==> config.mk <==
export PLATFORM = sky130hd
export DESIGN_NAME = clock_controller
export DESIGN_NICKNAME = d
export VERILOG_FILES = /design/src/rtl/clock_controller.sv
export SDC_FILE = /design/constraint.sdc
export NUM_CORES = 1
export LEC_CHECK = 0
export BUFFER_PORTS_ARGS = -buffer_cell sky130_fd_sc_hd__buf_2
export CAP_MARGIN = 20
export CORE_ASPECT_RATIO = 1.5
export CORE_MARGIN = 10
export CORE_UTILIZATION = 30
export CTS_CLUSTER_DIAMETER = 40
export DETAILED_ROUTE_END_ITERATION = 8
export PLACE_DENSITY = 0.56
export REMOVE_ABC_BUFFERS = 1
export SYNTH_ARGS = -nofsm -noshare
export SYNTH_HDL_FRONTEND = slang
export SYNTH_SLANG_ARGS = --single-unit
export TNS_END_PERCENT = 30
==> constraint.sdc <==
create_clock -name CLOCK -period 2.4 [get_ports CLOCK]
set_input_delay 0.6 -clock CLOCK [delete_from_list [all_inputs] [get_ports CLOCK]]
set_output_delay 0.6 -clock CLOCK [all_outputs]
set_load 0.1 [all_outputs]
==> src/rtl/clock_controller.sv <==
// Run/step/halt controller that gates a downstream clock block via ENABLE.
// Supports free runs, counted runs, single steps and enabled-cycle counting.
module clock_controller #(
    parameter int CNT_W = 16,
    parameter int CYC_W = 32
) (
    input  logic             CLOCK,
    input  logic             RESET_N,
    input  logic             START,
    input  logic             STEP,
    input  logic             HALT_REQ,
    input  logic             CPU_HALT,
    input  logic             CLEAR,
    input  logic             COUNT_MODE,
    input  logic [CNT_W-1:0] RUN_COUNT,
    output logic             ENABLE,
    output logic [1:0]       STATE,
    output logic             DONE,
    output logic [1:0]       HALT_CAUSE,
    output logic [CYC_W-1:0] CYCLES
);

    typedef enum logic [1:0] {
        S_IDLE   = 2'b00,
        S_RUN    = 2'b01,
        S_STEP   = 2'b10,
        S_HALTED = 2'b11
    } state_t;

    localparam logic [1:0] C_NONE   = 2'b00;
    localparam logic [1:0] C_EXPIRE = 2'b01;
    localparam logic [1:0] C_HREQ   = 2'b10;
    localparam logic [1:0] C_CPU    = 2'b11;

    state_t           state_q, state_d;
    logic             enable_q;
    logic             done_q;
    logic [1:0]       cause_q, cause_d;
    logic [CYC_W-1:0] cycles_q;
    logic [CNT_W-1:0] cnt_q, cnt_d;
    logic             counted_q, counted_d;
    logic             halt_entry;
    logic             ext_stop;
    logic [1:0]       ext_cause;

    // External stop requests, CPU halt taking precedence over HALT_REQ.
    always_comb begin
        ext_stop  = HALT_REQ | CPU_HALT;
        ext_cause = CPU_HALT ? C_CPU : (HALT_REQ ? C_HREQ : C_NONE);
    end

    // Next-state, budget counter and halt-cause selection.
    always_comb begin
        state_d    = state_q;
        cnt_d      = cnt_q;
        counted_d  = counted_q;
        cause_d    = cause_q;
        halt_entry = 1'b0;
        if (CLEAR) begin
            state_d   = S_IDLE;
            cnt_d     = '0;
            counted_d = 1'b0;
            cause_d   = C_NONE;
        end else begin
            case (state_q)
                S_IDLE, S_HALTED: begin
                    if (!ext_stop) begin
                        if (STEP) begin
                            state_d = S_STEP;
                        end else if (START) begin
                            if (COUNT_MODE && RUN_COUNT == '0) begin
                                state_d    = S_HALTED;
                                cause_d    = C_EXPIRE;
                                halt_entry = 1'b1;
                                counted_d  = 1'b0;
                                cnt_d      = '0;
                            end else begin
                                state_d   = S_RUN;
                                counted_d = COUNT_MODE;
                                cnt_d     = COUNT_MODE ? RUN_COUNT : '0;
                            end
                        end
                    end
                end
                S_RUN: begin
                    if (counted_q) begin
                        cnt_d = cnt_q - CNT_W'(1);
                    end
                    if (ext_stop) begin
                        state_d    = S_HALTED;
                        cause_d    = ext_cause;
                        halt_entry = 1'b1;
                    end else if (counted_q && cnt_q == CNT_W'(1)) begin
                        state_d    = S_HALTED;
                        cause_d    = C_EXPIRE;
                        halt_entry = 1'b1;
                    end
                end
                S_STEP: begin
                    state_d    = S_HALTED;
                    cause_d    = ext_cause;
                    halt_entry = 1'b1;
                end
                default: begin
                    state_d = S_IDLE;
                end
            endcase
        end
    end

    // State, enable and done flops; ENABLE mirrors the registered state.
    always_ff @(posedge CLOCK or negedge RESET_N) begin
        if (!RESET_N) begin
            state_q   <= S_IDLE;
            enable_q  <= 1'b0;
            done_q    <= 1'b0;
            cause_q   <= C_NONE;
            cnt_q     <= '0;
            counted_q <= 1'b0;
        end else begin
            state_q   <= state_d;
            enable_q  <= (state_d == S_RUN) || (state_d == S_STEP);
            done_q    <= halt_entry;
            cause_q   <= cause_d;
            cnt_q     <= cnt_d;
            counted_q <= counted_d;
        end
    end

    // Saturating count of enabled cycles.
    always_ff @(posedge CLOCK or negedge RESET_N) begin
        if (!RESET_N) begin
            cycles_q <= '0;
        end else if (CLEAR) begin
            cycles_q <= '0;
        end else if (enable_q && cycles_q != '1) begin
            cycles_q <= cycles_q + CYC_W'(1);
        end
    end

    assign ENABLE     = enable_q;
    assign STATE      = state_q;
    assign DONE       = done_q;
    assign HALT_CAUSE = cause_q;
    assign CYCLES     = cycles_q;

endmodule

# == Word level (Yosys, flattened, before mapping) ==
# Index checks and enable logic that the tools add are counted.
# classes
addsub,2
eq_ne,15
n_mux,42
bitwise,1
reduce_logical,14
# op_table
operator,count
$mux 16,7
$mux 32,2
$add 32x1->32 const B,1
$mux 2,16
$ne 32x32->1 const B,1
$pmux 16 s2,1
$eq 16x1->1 const B,1
$logic_not 16->1,1
$sub 16x1->16 const B,1
$ne 3x3->1 const B,5
$mux 1,13
$pmux 2 s3,2
$reduce_and 5->1,2
$eq 2x2->1 const B,3
$reduce_bool 2->1,3
$eq 2x1->1 const B,2
$ne 4x4->1 const B,1
$reduce_and 4->1,1
$logic_and 1x1->1,3
$pmux 1 s3,1
$reduce_bool 3->1,1
$logic_not 2->1,1
$ne 2x1->1 const B,1
$ne 2x2->1 const B,1
other kinds (3),3
# word_totals
ff_bits,55
in_bits,24
output_inout_bits,38
elab_cells,81

# == Logic depth before layout (Yosys ltp) ==
# Gate-level depths: netlist of the first run.
# logic_depth
depth_word,10
depth_mapped,9
mapped_depth_nobuf,7

# == Least setup slack after synthesis of the first run ==
# OpenSTA, ideal clock, no wires.
# synth_path
path_type,flip-flop to flip-flop
start,register cycles_q[14] (netlist: CYCLES[14])
end,register cycles_q[1] (netlist: CYCLES[1])
setup_ns,0.132
arrival_ns,2.801
required_time_ns,2.268
setup_slack_ns,-0.533
path_stages_with_launch,9
path_buffers,3
period_less_slack_ns,2.933
path_cell_list,dfrtp_1 > nand4_1 > or4_1 > buf_6 > o31ai_4 > buf_6 > buf_4 > mux2i_1 > nor2_1
# synth_via
elab_chain_len,3
# synth_lines
item,line_no,rtl
"start, declared",39,logic [CYC_W-1:0] cycles_q;
"start signal, assigned",137,cycles_q <= cycles_q + CYC_W'(1);
$ne 32x32->1,136,end else if (enable_q && cycles_q != '1) begin
$logic_and 1x1->1,136,
$reduce_bool 2->1 (no line),n/a,
# Every way passes these cells.
# A chain may end at the register's enable or synchronous reset.

# == Worst setup path in the final report of the first run ==
# layout_path
start,register cycles_q[17] (netlist: CYCLES[17])
end,register cycles_q[25] (netlist: CYCLES[25])
# layout_via
elab_chain_len,3
elab_cells_between_ends,6
classes_between,add/sub (1); eq/ne (1); mux (2); reduce/logical (2)
# layout_lines
item,line_no
$add 32x1->32 or $ne 32x32->1 (tied branches),"137, 136"
$mux 32 or $logic_and 1x1->1 (tied branches),136
$mux 32 or $reduce_bool 2->1 (tied branches),n/a
# Several ways; a longest one is shown, not always the timed one. The select of a mux whose other input is x is not followed.

==> results of run 1 <==
[critical path: cells and delay by family, from the launching register on]
family                 cells  cell delay [ps]
and+or+nand+nor            4             1470
DFF                        1              410
AOI/OAI and AO/OA          1              160
buffers and inverters      1              150
[per-stage QoR]
stage	worst slack (ps)	instance area, um2	power (mW)	hold WS [ps]
3_3_place_gp	-60.5	3970	2.82	505
4_1_cts	38.3	4150	3.73	308
3_5_place_dp	-105	3970	2.84	511
5_1_grt	12.1	4190	3.99	320
6_report	126	4190	3.73	302
2_1_floorplan	-846	3140	2.31	304
[metal layers]
layer	part of all wire, %	vias up	GRT usage (%)
met5	0	-	0
met4	1.9	0	4.20
li1	-	1557	-
met3	5.1	16	2.98
met1	41	1572	13.6
met2	52	95	22.9
[synthesized netlist by cell type, types with 3 or more instances]
library cell               count
sky130_fd_sc_hd__a211oi_1      4
sky130_fd_sc_hd__a21oi_1      29
sky130_fd_sc_hd__a221o_1       5
sky130_fd_sc_hd__a22oi_1       3
sky130_fd_sc_hd__and4_1        5
sky130_fd_sc_hd__buf_2         4
sky130_fd_sc_hd__buf_6         4
sky130_fd_sc_hd__clkbuf_1      6
sky130_fd_sc_hd__dfrtp_1      55
sky130_fd_sc_hd__ha_1          5
sky130_fd_sc_hd__inv_1        12
sky130_fd_sc_hd__nand2_1      28
sky130_fd_sc_hd__nand3_1      11
sky130_fd_sc_hd__nand4_1      12
sky130_fd_sc_hd__nor2_1       25
sky130_fd_sc_hd__nor3_1       10
sky130_fd_sc_hd__nor4_1       10
sky130_fd_sc_hd__o211ai_1      5
sky130_fd_sc_hd__o21ai_0      27
sky130_fd_sc_hd__o31ai_1      12
sky130_fd_sc_hd__or3_1         8
sky130_fd_sc_hd__or4_1        13
sky130_fd_sc_hd__xnor2_1       6
sky130_fd_sc_hd__xor2_1        8
[power breakdown]
part	internal (mW)	switching, mW	leakage, nW
clock	0.525	0.338	0.0875
sequential	1.04	0.125	0.759
combinational	0.556	1.15	1.01
total	2.12	1.61	1.86
[how the worst max path moves through the flow]
stage          startpoint          to  slack [ps]  cells after the start
2_1_floorplan  CYCLES[14]  CYCLES[11]        -850                      5
3_3_place_gp     CPU_HALT   cnt_q[12]         -60                      6
3_5_place_dp     CPU_HALT    cnt_q[9]        -100                      5
4_1_cts        CYCLES[16]   CYCLES[1]          40                      6
5_1_grt        CYCLES[16]   CYCLES[9]          10                      7
6_report       CYCLES[17]  CYCLES[25]         130                      6
[cells in the final DEF, fill, tap and decap left out, types with 3 or more instances in the layout]
| master | Yosys | layout |
|---|---|---|
| sky130_fd_sc_hd__a22oi_1 | 3 | 3 |
| sky130_fd_sc_hd__nand2_1 | 28 | 28 |
| sky130_fd_sc_hd__dfrtp_1 | 55 | 55 |
| sky130_fd_sc_hd__nor4_1 | 10 | 10 |
| sky130_fd_sc_hd__a211oi_1 | 4 | 4 |
| sky130_fd_sc_hd__a21oi_1 | 29 | 28 |
| sky130_fd_sc_hd__or3_1 | 8 | 8 |
| sky130_fd_sc_hd__inv_1 | 12 | 12 |
| sky130_fd_sc_hd__nand3_1 | 11 | 11 |
| sky130_fd_sc_hd__and4_1 | 5 | 5 |
| sky130_fd_sc_hd__clkbuf_16 | 0 | 5 |
| sky130_fd_sc_hd__o211ai_1 | 5 | 5 |
| sky130_fd_sc_hd__buf_2 | 4 | 61 |
| sky130_fd_sc_hd__nand4_1 | 12 | 12 |
| sky130_fd_sc_hd__buf_4 | 1 | 44 |
| sky130_fd_sc_hd__or4_1 | 13 | 11 |
| sky130_fd_sc_hd__o31ai_1 | 12 | 12 |
| sky130_fd_sc_hd__nor3_1 | 10 | 10 |
| sky130_fd_sc_hd__xor2_1 | 8 | 8 |
| sky130_fd_sc_hd__a221o_1 | 5 | 5 |
| sky130_fd_sc_hd__xnor2_1 | 6 | 6 |
| sky130_fd_sc_hd__nor2_1 | 25 | 25 |
| sky130_fd_sc_hd__ha_1 | 5 | 5 |
| sky130_fd_sc_hd__o21ai_0 | 27 | 27 |
[cells by family (layout without fill, tap and decap cells)]
group	Yosys count	after routing	share of synthesized area (%)
buffers and inverters	27	127	4.33
AND/OR/NAND/NOR	142	142	25.0
XOR/XNOR	14	14	3.79
flip-flops	55	55	42.5
AO/OA/AOI/OAI	108	108	22.1
adder cells (fa/ha/maj)	5	5	1.93
multiplexers	1	1	0.309
[flip-flops by register name, summed over array words and instances, names as in the netlist]
name        count
counted_q       1
DONE            1
ENABLE          1
CYCLES         32
HALT_CAUSE      2
STATE           2
cnt_q          16
[cell type report]
class	count	area, um2
inverter	12	45.0
tap	144	180
sequential	55	1380
fill	1113	6400
timing repair buffer	107	676
multi-input combinational	270	1730
clock buffer	6	139
clock inverter	2	38.8
[repair_timing]
| action | 4_1_cts | 5_1_grt |
|---|---|---|
| setup buffers | 0 | 4 |
| setup endpoints to repair | 0 | 17 |
| gates resized for setup | 0 | 3 |
==> results.txt, run 1 <==
----------------------------------------------------
[Power]
  Peak VDD IR ... about 0.56 mV
  Leakage component of the power ... ~1.9 nW
  Pwr dens ... between 800 and 900 mW/mm2

[Critical path]
  Worst r2r src ... CYCLES[17]
  Startpoint type of the worst setup path ... register
  Register-to-register path setup slack ... ~130 ps
  Critical path data required time ... between 2000 and 3000 ps
  Crit-path max cell delay ... 600 ps
  Cell Chain, Critical Path ... buf_4 -> nand4_1 -> or4_1 -> nor3_1 -> or4b_2 -> a21oi_1
  Data arrival time at the worst-slack endpoint ... ~2500 ps
  Type of destination of the critical path ... register
  Count of cells along the worst register-to-register path ... 6
  Critical path class ... reg -> reg
  Capturing point of the worst reg2reg path ... CYCLES[25]
  Cell type of the slowest stage on the worst timing path ... sky130_fd_sc_hd__or4b_2
  Maximum fanout encountered on the critical timing path ... 5

[CTS]
  Source-to-sink clock delay at the later pin of the worst-skew pair ... between 200 and 300 ps
  Total clock buffers created by CTS ... 5
  Clock tree from TritonCTS ... done
  Clock Sinks ... 55
  Clock root buffer ... sky130_fd_sc_hd__clkbuf_16
  Hold_buf cts ... 0
  CTS clock-pin slew for the worst setup and hold paths ... 70 ps
  Number of H-tree branching levels ... 2
  Number of buffers on the longest clock path ... 2

[Floorplanning]
  Cell row count ... 46
  Die area ... ~0.015 mm2
  I/O pin count ... 62
  Die width ... 105 um
  Starting utilization of the core area ... a little under a third
  Placeable core area ... approximately 0.011 mm2
  Chip height ... 147 um

[STA]
  Final cycle utilization of the critical path ... between 90% and 100%
  Worst Skew ... 5.82 ps
  Transition time of the tightest slew-check pin ... just over 500 ps
  Worst rel slew slack ... roughly 65%
  Max-slew violation count ... 0
  Total Negative Setup Slacks ... 0 ps
  Number of hold violations in the final report ... 0
  Final min period ... around 2300 ps
  Max frequency ... about 440 MHz
  Setup repair after global routing missed its margin ... false
  Final-report setup violation count ... 0

[Drt]
  First drt pass iteration count ... 4
  Detailed router's first-iteration violation count ... 180
  Detailed-route DRC error count ... 0
  Ratio of routed vias to standard cells ... roughly 5.4
  WL per Instance ... approximately 16 um
  Post-DRT Antenna Nets ... 0
  Via Count ... roughly 3,200
  Detailed Route WL ... just under 10 mm

[Logic synthesis]
  Dominant synthesized flop cell ... sky130_fd_sc_hd__dfrtp_1
  Count of different cell masters after synthesis ... ~60
  Yosys top cell area share ... a little over two fifths
  Synth area leaders ... sky130_fd_sc_hd__dfrtp_1 43%, sky130_fd_sc_hd__a21oi_1 4.5%, sky130_fd_sc_hd__o21ai_0 4.2%, sky130_fd_sc_hd__nand2_1 3.2%, sky130_fd_sc_hd__or4_1 3.0%
  Cell type with the highest aggregate area in the netlist ... sky130_fd_sc_hd__dfrtp_1
  Sequential-to-total area share from yosys stat ... 42.5%
  Number of storage elements in the synthesis netlist ... between 50 and 60
  Count of flip-flops with a built-in enable after synthesis ... 0
  Async set-or-reset flop fraction in the synthesized netlist ... 100%
  Syn avg cell area ... approximately 9.2 um2
  Number of cells produced by synthesis ... around 350
  Syn Std Cell Area ... approximately 0.0032 mm2
  Number of warnings reported in the yosys synthesis log ... 0

[Status]
  Run status ... finished clean

[GRT]
  Largest net degree at the start of global routing ... between 50 and 60
  All-Layer GR Usage ... 12.5%
  Antenna violations before repair ... 0
  First-pass GRT wire length ... between 15 and 20 mm
  Number of global-route vias before repair ... about 3,300
  Remaining global-route overflow ... 0

[Placed design]
  Total instance count after detailed placement ... just under 600
  HPWL after detailed placement ... 7.55 mm
  Last weighted congestion value of the routability-driven placer ... approximately 0.8
  Count of buffers inserted at the top-level ports ... 61

[Hold path]
  Hold Path Class ... in -> async

[Finish]
  Synthesis-to-layout area growth ... 29.3%
  Fraction of layout cells with a size suffix above 1 ... 29.6%
  Final Core Density ... 39.5%
  Final nets ... 480
  Number of non-filler instances in the completed layout ... 596
  Number of antenna diodes ... 0

[Flow run]
  Max-capacitance violation count ... 0

----------------------------------------------------
No activity file was read; power rests on OpenSTA's default activity.
==> run 2, diff against run 1 <==
REMOVE_ABC_BUFFERS = not set   (was 1)
==> results.txt, run 2 (synthesis results as in run 1) <==
----------------------------------------------------
[Status]
  Run status ... finished clean

[Power]
  Pwr dens ... a little under 900 mW/mm2
  Peak VDD IR ... 0.734 mV
  Leakage component of the power ... between 1.5 and 2 nW

[CTS]
  Total clock buffers created by CTS ... 5
  Number of buffers inserted to repair setup after CTS ... 0
  Clock Sinks ... 55
  CTS clock-pin slew for the worst setup and hold paths ... roughly 70 ps
  Source-to-sink clock delay at the later pin of the worst-skew pair ... around 300 ps
  Number of buffers on the longest clock path ... 2
  Clock tree from TritonCTS ... done
  Number of H-tree branching levels ... 2
  Clock root buffer ... sky130_fd_sc_hd__clkbuf_16
  Hold_buf cts ... 0

[STA]
  Final cycle utilization of the critical path ... between 90 and 100%
  Setup repair after global routing missed its margin ... false
  Final min period ... 2350 ps
  Worst rel slew slack ... between 40% and 50%
  Final-report setup violation count ... 0
  Worst Skew ... roughly 5.7 ps
  Setup slack after layout ... around 52 ps
  Number of hold violations in the final report ... 0
  Transition time of the tightest slew-check pin ... between 700 and 800 ps
  Max frequency ... about 430 MHz
  Max-slew violation count ... 0

[Finish]
  Number of antenna diodes ... 0
  Fraction of layout cells with a size suffix above 1 ... a little over a third
  Final Core Density ... between 30% and 40%
  Final nets ... approximately 470
  Fill cells ... approximately 1,100
  Flip-flop count of the largest register, all copies and words added ... 32
  Commonest non-fill, non-tap cell in the layout ... sky130_fd_sc_hd__buf_2
  Synthesis-to-layout area growth ... 29.6%
  Final Instance Area ... 0.00420 mm2
  Most frequent cells in the layout ... 61 x sky130_fd_sc_hd__buf_2, 29 x sky130_fd_sc_hd__a21oi_1, 28 x sky130_fd_sc_hd__nand2_1, 28 x sky130_fd_sc_hd__buf_4, 27 x sky130_fd_sc_hd__o21ai_0

[GRT]
  Global-route layer with the greatest usage ... met2
  Number of global-route vias before repair ... 3,348
  Antenna violations before repair ... 0
  GR met2 Demand/Resource ... 23.2%
  First-pass GRT wire length ... approximately 17 mm
  Largest net degree at the start of global routing ... 37
  Global-route track usage on met3 ... 2.63%
  All-Layer GR Usage ... between 10 and 15%
  Met1 Use GR ... 14.1%
  Remaining global-route overflow ... 0

[Critical path]
  Type of destination of the critical path ... register
  Number of buffer and inverter instances along the worst setup path ... 1
  Data arrival time at the worst-slack endpoint ... about 2600 ps
  Register-to-register path setup slack ... around 52 ps
  Maximum fanout encountered on the critical timing path ... 7
  Largest delay contributor family on the critical path ... simple AND/OR/NAND/NOR gates
  Startpoint type of the worst setup path ... register
  Crit-path max cell delay ... roughly 580 ps
  Cell Chain, Critical Path ... nand4_1 -> or4_1 -> nor3_2 -> buf_4 -> or4b_2 -> a21oi_1
  Critical path class ... reg -> reg
  Worst r2r src ... CYCLES[11]
  Capturing point of the worst reg2reg path ... CYCLES[25]
  Critical path data required time ... ~2600 ps
  Cell type of the slowest stage on the worst timing path ... sky130_fd_sc_hd__or4_1
  Count of cells along the worst register-to-register path ... 6

[Placed design]
  Count of buffers inserted at the top-level ports ... 61
  HPWL after detailed placement ... 7.59 mm
  Post-Place Worst Slack ... -74.9 ps
  Placed Instance Area ... ~0.004 mm2
  Last weighted congestion value of the routability-driven placer ... between 0.8 and 0.9

[Floorplanning]
  Chip height ... approximately 150 um
  Die area ... roughly 0.015 mm2
  Placeable core area ... approximately 0.011 mm2
  I/O pin count ... 62
  Cell row count ... 46
  Die width ... around 100 um
  Starting utilization of the core area ... approximately 30%

[Hold path]
  Hold Path Class ... in -> async

[Drt]
  Detailed router's first-iteration violation count ... 80
  First drt pass iteration count ... 4
  WL per Instance ... 17.1 um
  Ratio of routed vias to standard cells ... between 5 and 6
  Detailed Route WL ... between 9 and 10 mm
  Detailed-route DRC error count ... 0
  Via Count ... ~3,200
  Post-DRT Antenna Nets ... 0

[Flow run]
  Max-capacitance violation count ... 0

[Logic synthesis]
  Net Count, Synth ... roughly 380

----------------------------------------------------
==> run 2: cell count changes in the layout (fill, tap and decap cells not counted) <==
cell and delta:
sky130_fd_sc_hd__a21oi_1 +1, sky130_fd_sc_hd__a21oi_2 -1, sky130_fd_sc_hd__buf_12 +1, sky130_fd_sc_hd__buf_4 -16
sky130_fd_sc_hd__dfrtp_1 -33, sky130_fd_sc_hd__dfrtp_2 +10, sky130_fd_sc_hd__dfrtp_4 +23, sky130_fd_sc_hd__nand4_2 -1
sky130_fd_sc_hd__nand4_4 +1, sky130_fd_sc_hd__nor3_1 -1, sky130_fd_sc_hd__nor3_2 +1
==> run 2: what timing repair did <==
| action | 4_1_cts | 5_1_grt |
|---|---|---|
| endpoints found under the setup margin | 1 | 6 |
| gates resized for setup | 1 | 1 |
| endpoints found under the hold margin | 0 | 0 |
==> run 2: through the flow <==
step | TNS (ps) | hold slack (ps) | power (mW) | instances
6_report | 0 | 279 | 3.74 | 581
5_1_grt | 0 | 310 | 3.93 | 581
4_1_cts | 0 | 297 | 3.76 | 581
3_5_place_dp | -175 | 508 | 2.87 | 573
3_3_place_gp | -26.1 | 503 | 2.85 | 573
2_1_floorplan | -12.4 | 304 | 2.37 | 352
==> run 2: worst max path at each step <==
stage                     startpoint          to  slack, ps  cells past startpoint
after detailed placement    CPU_HALT   cnt_q[12]        -70                      6
after global routing      CYCLES[11]  CYCLES[25]         20                      6
after global placement    CYCLES[11]  CYCLES[25]        -30                      6
final                     CYCLES[11]  CYCLES[25]         50                      6
after floorplan             CPU_HALT   cnt_q[12]        -10                      4
after CTS                 CYCLES[11]  CYCLES[25]         60                      6
==> run 2: area by class of cell <==
cell class              count  area (um2)  area share, %
multi-input cells         270        1740           41.5
flip-flops and latches     55        1480           35.2
repair buffers             92         576           13.7
well taps                 144         180           4.29
clock buffers               6         139           3.31
inverters                  12        45.0           1.07
clock inverters             2        38.8          0.925
==> run 2: where the power goes <==
group,switching [mW],internal [mW]
Combinational,1.14,0.535
Sequential,0.124,1.05
Clock,0.359,0.526
==> run 2: worst reg2reg max path, delay by kind of cell (launching register included) <==
kind	cells	cell delay, ps
AND/OR/NAND/NOR	4	1520
flip-flops	1	460
AO/OA/AOI/OAI	1	160
buffers and inverters	1	150
==> run 2: metal layers <==
| metal | part of all wire, % | vias up |
|---|---|---|
| met3 | 4.7 | 12 |
| met5 | 0 | - |
| met2 | 52 | 88 |
| met1 | 42 | 1544 |
| met4 | 1.9 | 0 |
| li1 | - | 1523 |
